## src/rtl/fifo_pkg.sv

```systemverilog
`default_nettype none
// +----------------------------------------------------------------------+
// | fifo_pkg : sizing and parameter-legality helpers for sync_fifo_param  |
// | Rev 1.0                                                               |
// +----------------------------------------------------------------------+
package fifo_pkg;

  function automatic int addr_w(input int depth);
    int w;
    w = 0;
    while ((1 << w) < depth) w++;
    return w;
  endfunction

  // Pointers carry one extra wrap bit above the address bits.
  function automatic int ptr_w(input int depth);
    return addr_w(depth) + 1;
  endfunction

  function automatic bit params_ok(input int data_w, input int depth,
                                   input int af, input int ae, input int fwft);
    return (data_w >= 1) && (depth >= 2) && ((depth & (depth - 1)) == 0) &&
           (af >= 1) && (af <= depth) && (ae >= 0) && (ae <= depth - 1) &&
           ((fwft == 0) || (fwft == 1));
  endfunction

endpackage
`default_nettype wire

```

## src/rtl/fifo_mem_2p.sv

```systemverilog
`default_nettype none
// +----------------------------------------------------------------------+
// | fifo_mem_2p : DEPTH x DATA_W array, synchronous write, async read     |
// | Rev 1.0                                                               |
// +----------------------------------------------------------------------+
module fifo_mem_2p
  import fifo_pkg::*;
#(
  parameter int DATA_W = 8,
  parameter int DEPTH  = 16
) (
  input  logic                       clk,
  input  logic                       we_i,
  input  logic [addr_w(DEPTH)-1:0]   waddr_i,
  input  logic [DATA_W-1:0]          wdata_i,
  input  logic [addr_w(DEPTH)-1:0]   raddr_i,
  output logic [DATA_W-1:0]          rdata_o
);

  logic [DATA_W-1:0] mem_q [DEPTH];

  always_ff @(posedge clk) begin
    if (we_i) mem_q[waddr_i] <= wdata_i;
  end

  assign rdata_o = mem_q[raddr_i];

endmodule
`default_nettype wire

```

## src/rtl/sync_fifo_param.sv

```systemverilog
`default_nettype none
// +----------------------------------------------------------------------+
// | sync_fifo_param : parametrised single-clock FIFO, optional FWFT       |
// | Rev 1.0                                                               |
// +----------------------------------------------------------------------+
module sync_fifo_param
  import fifo_pkg::*;
#(
  parameter int DATA_W    = 8,
  parameter int DEPTH     = 16,
  parameter int AF_THRESH = DEPTH - 2,
  parameter int AE_THRESH = 2,
  parameter int FWFT      = 0
) (
  input  logic                      clk,
  input  logic                      rst_n,
  input  logic                      clr,
  input  logic                      wr_en,
  input  logic [DATA_W-1:0]         din,
  input  logic                      rd_en,
  output logic [DATA_W-1:0]         dout,
  output logic                      rd_valid,
  output logic [addr_w(DEPTH):0]    count,
  output logic                      full,
  output logic                      empty,
  output logic                      almost_full,
  output logic                      almost_empty,
  output logic                      overflow,
  output logic                      underflow
);

  localparam int AW    = addr_w(DEPTH);
  localparam int PTR_W = ptr_w(DEPTH);
  localparam logic [PTR_W-1:0] AF_T = PTR_W'(AF_THRESH);
  localparam logic [PTR_W-1:0] AE_T = PTR_W'(AE_THRESH);

  generate
    if (!params_ok(DATA_W, DEPTH, AF_THRESH, AE_THRESH, FWFT)) begin : g_param_err
      $error("sync_fifo_param: illegal DEPTH/threshold/FWFT parameter combination");
    end
  endgenerate

  logic [PTR_W-1:0]  wr_ptr_q, wr_ptr_d;
  logic [PTR_W-1:0]  rd_ptr_q, rd_ptr_d;
  logic              ovf_q, ovf_d;
  logic              udf_q, udf_d;
  logic              wr_acc, rd_acc;
  logic [DATA_W-1:0] mem_rdata;

  assign empty        = (wr_ptr_q == rd_ptr_q);
  assign full         = (wr_ptr_q[AW] != rd_ptr_q[AW]) &&
                        (wr_ptr_q[AW-1:0] == rd_ptr_q[AW-1:0]);
  assign count        = wr_ptr_q - rd_ptr_q;
  assign almost_full  = (count >= AF_T);
  assign almost_empty = (count <= AE_T);
  assign overflow     = ovf_q;
  assign underflow    = udf_q;

  // A read frees the slot the simultaneous write needs, so full does not block it.
  assign rd_acc = rd_en && !empty;
  assign wr_acc = wr_en && (!full || rd_en);

  always_comb begin
    wr_ptr_d = wr_ptr_q;
    rd_ptr_d = rd_ptr_q;
    ovf_d    = ovf_q;
    udf_d    = udf_q;
    if (clr) begin
      wr_ptr_d = '0;
      rd_ptr_d = '0;
      ovf_d    = 1'b0;
      udf_d    = 1'b0;
    end else begin
      if (wr_acc)            wr_ptr_d = wr_ptr_q + PTR_W'(1);
      if (rd_acc)            rd_ptr_d = rd_ptr_q + PTR_W'(1);
      if (wr_en && !wr_acc)  ovf_d    = 1'b1;
      if (rd_en && !rd_acc)  udf_d    = 1'b1;
    end
  end

  always_ff @(posedge clk or negedge rst_n) begin
    if (!rst_n) begin
      wr_ptr_q <= '0;
      rd_ptr_q <= '0;
      ovf_q    <= 1'b0;
      udf_q    <= 1'b0;
    end else begin
      wr_ptr_q <= wr_ptr_d;
      rd_ptr_q <= rd_ptr_d;
      ovf_q    <= ovf_d;
      udf_q    <= udf_d;
    end
  end

  fifo_mem_2p #(
    .DATA_W (DATA_W),
    .DEPTH  (DEPTH)
  ) u_mem (
    .clk     (clk),
    .we_i    (wr_acc && !clr),
    .waddr_i (wr_ptr_q[AW-1:0]),
    .wdata_i (din),
    .raddr_i (rd_ptr_q[AW-1:0]),
    .rdata_o (mem_rdata)
  );

  generate
    if (FWFT == 0) begin : g_std
      logic [DATA_W-1:0] dout_q;
      logic              rd_valid_q;

      always_ff @(posedge clk or negedge rst_n) begin
        if (!rst_n) begin
          dout_q     <= '0;
          rd_valid_q <= 1'b0;
        end else begin
          rd_valid_q <= rd_acc && !clr;
          if (rd_acc && !clr) dout_q <= mem_rdata;
        end
      end

      assign dout     = dout_q;
      assign rd_valid = rd_valid_q;
    end else begin : g_fwft
      // Gate the head to zero when empty so dout never shows unwritten memory.
      assign dout     = empty ? '0 : mem_rdata;
      assign rd_valid = !empty;
    end
  endgenerate

endmodule
`default_nettype wire

```

## config.mk

```make
export PLATFORM = sky130hd
export DESIGN_NAME = sync_fifo_param
export DESIGN_NICKNAME = d
export VERILOG_FILES = /design/src/rtl/fifo_pkg.sv /design/src/rtl/fifo_mem_2p.sv /design/src/rtl/sync_fifo_param.sv
export SDC_FILE = /design/constraint.sdc
export NUM_CORES = 1
export LEC_CHECK = 0
export CELL_PAD_IN_SITES_DETAIL_PLACEMENT = 1
export CELL_PAD_IN_SITES_GLOBAL_PLACEMENT = 2
export CORE_ASPECT_RATIO = 0.7
export CORE_MARGIN = 8
export CORE_UTILIZATION = 35
export CTS_BUF_LIST = sky130_fd_sc_hd__clkbuf_4 sky130_fd_sc_hd__clkbuf_8
export CTS_CLUSTER_SIZE = 14
export DETAILED_ROUTE_END_ITERATION = 12
export PLACE_DENSITY = 0.73
export SYNTH_ARGS = -nofsm -noshare
export SYNTH_HDL_FRONTEND = slang
export SYNTH_SLANG_ARGS = --single-unit
```

## constraint.sdc

```tcl
create_clock -name clk -period 3.3 [get_ports clk]
set_clock_uncertainty 0.05 [all_clocks]
set_input_delay 0.66 -clock clk [delete_from_list [all_inputs] [get_ports clk]]
set_output_delay 0.66 -clock clk [all_outputs]
set_load 0.1 [all_outputs]
```

==> summary.md <==
| Metric | Value |
|---|---|
| Top post-synthesis cells by area | edfxtp_1 63%, dfrtp_1 8.6%, mux4_2 5.9% |
| CP delay by family, top | adder cells |
| Power share of the clock group | 0.266 |
| Synth area leader | edfxtp_1 |
| Critical Path Max Stage Delay | 0.41 ns |
| Area Overhead vs Synth | 20.16% |
| Fin. max-slew vios | 0 |
| Power, Total | 5.205 mW |
| Number of remaining DRC errors | 0 |
| Crit path required time | 2.59 ns |
| Status | finished, final reports clean |
| Global-route wire length before repair | 22710 microns |
| # setup viols final | 0 |
| PD cells | 711.3 mW/mm^2 |
| Post-synth top area share | 0.6312 |
| NumNets Final | 447 |
| Detailed Route WL | 14590 microns |
| Post-synthesis cell count | 363 |
| Die ar. | 0.02194 sq mm |
| Slew margin rel. | 0.3822 |
| Fraction of layout cells with a size suffix above 1 | 0.2609 |
| Yosys reg bits | 149 |
| Worst Tran Pin Value | 0.9267 ns |
| Final Util | 0.4275 |
| Via count | 3399 |
| Crit share post-route | 0.9798 |
| Hpwl dp | 10020 microns |
| Synth warnings | 0 |
| GRT Max-Usage Layer | met2 |
| Grt ovf | 0 |
| Main synth FF type | edfxtp_1 |
| Placed inst area | 0.006888 sq mm |
| Commonest cells post-synth | 128 x edfxtp_1, 34 x mux2i_1, 32 x nor2_1 |
| Critical-path cell list | inv_2 -> ha_2 -> inv_1 -> fa_2 -> buf_4 -> xor2_4 -> a21o_1 -> a211oi_4 -> buf_12 |
| Die H | 126.4 microns |
| Comb power frac | 0.318 |
| Sw Ratio | 0.3813 |
| Number of global-route vias before repair | 3715 |
| Mean Syn Cell Area | 16.78 sq um |
| Max-cap check violation count | 0 |
| Antenna Violating Nets Remaining | 0 |
| Total track usage | 0.1382 |
| # hold bufs at CTS | 0 |
| Internal power | 3.220 mW |
| Fmax | 309.3 MHz |
| Final std cells w/o fill | 668 |
| WL per Instance | 21.84 microns |
| RSZ-0062 raised after global routing | no |
| Fin. Hold Viols | 0 |
| Startpoint types | flop |
| Seq/Total Area, Yosys | 0.7175 |
| Placed insts | 632 |
| I/O pins | 33 |
| Routed vias/inst | 5.088 |
| Most frequent cell after synthesis | edfxtp_1 |
| Row cnt | 40 |
| FFs w/ async S/R, synth | 0.1409 |
| Worst-path clk slew | 0.10 ns |
| Worst skew pair latency | 0.46 ns |
| VDD IR max | 0.0003973 V |
| Synth cell types | 41 |
| GPL Wtd Cong | 0.7805 |
| # diodes | 0 |
| Largest net degree at the start of global routing | 52 |
| Met1 Use GR | 0.1901 |
| Core area | 0.01712 sq mm |
| CTS Buf Count | 17 |
| Clock sinks | 149 |
| Initial Utilization | 0.3558 |
| WP data arrival | 2.52 ns |
| Cell Area, Synth | 0.006090 sq mm |
| Static leakage | 2.427 nW |
| Pre-antenna DRT Iters | 4 |
| DRT iter0 DRCs | 200 |
| Worst Setup End Kind | output port |
| Clock Path Buffers | 2 |
| Critical path class | reg -> out |
| Post-synth EDFFs | 128 |
| TritonCTS clock tree | built |
| Buf/Inv on CP | 4 |
| Initial antenna violation count | 0 |
| # port buffers | 32 |
| Sw Pwr | 1.984 mW |
| CP max stage cell | dfrtp_1 |
| Min-Delay Path Class | in -> async |
| Die Span X | 173.7 microns |
| Finished Cell Area | 0.007317 sq mm |
| CTS root buf | clkbuf_8 |
| Htree depth | 4 |
| Routing usage on met3 | 0.03082 |
| Worst-path maximum fanout | 3 |
| Sequential Power Share | 0.415 |
| Final min period | 3.233 ns |
| Hold WS | 0.4995 ns |
| M2 GR Usage | 0.2122 |
| Syn_nets | 386 |
## metal layers
layer / part of all wire / up-vias
met5: 0 / -
met4: 0.014 / 0
met3: 0.056 / 12
met2: 0.46 / 79
met1: 0.47 / 1764
li1: - / 1544
## layout make-up
cell class	instances	area, sq um
repair buffers	57	558.0
fillers	1709	9799
clock inverters	13	132.6
well taps	231	289.0
inverters	9	33.78
multi-input cells	190	1674
flip-flops and latches	149	4374
clock buffers	19	255.2
## through the flow
stage          setup WS [ns]  TNS (ns)
5_1_grt             0.006726         0
4_1_cts              0.01882         0
6_report             0.06668         0
2_1_floorplan        -0.1258   -0.1258
3_3_place_gp          0.2269         0
3_5_place_dp          0.1475         0
## power groups by stage
| stage | sequential (mW) | combinational [mW] | clock, mW |
|---|---|---|---|
| after floorplan | 2.57 | 0.843 | 0 |
| after global placement | 2.20 | 1.64 | 0 |
| after detailed placement | 2.21 | 1.66 | 0 |
| after CTS | 2.16 | 1.67 | 1.42 |
| after global routing | 2.17 | 1.73 | 1.47 |
| final | 2.16 | 1.66 | 1.39 |
## cells in the final DEF, fill, tap and decap left out, drive strengths merged, types with 2 or more instances in the layout
| cell type | n |
|---|---|
| o22ai | 16 |
| nand2b | 2 |
| edfxtp | 128 |
| mux4 | 16 |
| xnor2 | 4 |
| nand2 | 14 |
| a21o | 2 |
| clkdlybuf4s50 | 12 |
| or3 | 5 |
| clkinv | 3 |
| nand3 | 3 |
| nand3b | 2 |
| a21oi | 6 |
| inv | 18 |
| nor3 | 4 |
| a211oi | 10 |
| buf | 45 |
| xor2 | 4 |
| clkbuf | 19 |
| ha | 9 |
| o21ai | 6 |
| dfrtp | 21 |
| nor2 | 32 |
| mux2i | 34 |
| a31oi | 9 |
## sequential cells by signal, indices dropped and copies added (netlist names)
register / flops
u_mem.mem_q: 128
dout: 8
rd_ptr_q: 5
wr_ptr_q: 5
overflow: 1
rd_valid: 1
underflow: 1
## cell families after synthesis
kind of cell | count (synthesis) | share of synthesized area
flip-flops | 149 | 0.7175
AND/OR/NAND/NOR | 67 | 0.04972
AO/OA/AOI/OAI | 55 | 0.06287
multiplexers | 50 | 0.1151
buffers and inverters | 24 | 0.02034
adder cells (fa/ha/maj) | 10 | 0.02178
XOR/XNOR | 8 | 0.01274
## final timing paths
check	cells after the start	to	startpoint	slack (ns)
max	9	almost_empty	wr_ptr_q[0]	0.07
min	2	rd_ptr_q[2]	rst_n	0.50
max reg2reg	6	u_mem.mem_q[1][4]	wr_ptr_q[3]	0.36
min reg2reg	2	underflow	underflow	0.50
max in group asynchronous	2	wr_ptr_q[1]	rst_n	2.42
min in group clk	2	underflow	underflow	0.50
## timing repair
action                     4_1_cts  5_1_grt
pin swaps                        4        2
buffers inserted                 4        0
resized for setup                4        3
hold endpoints to repair         0        0
setup endpoints to repair        3        2
Note: power is estimated with default switching activity, not from simulation.
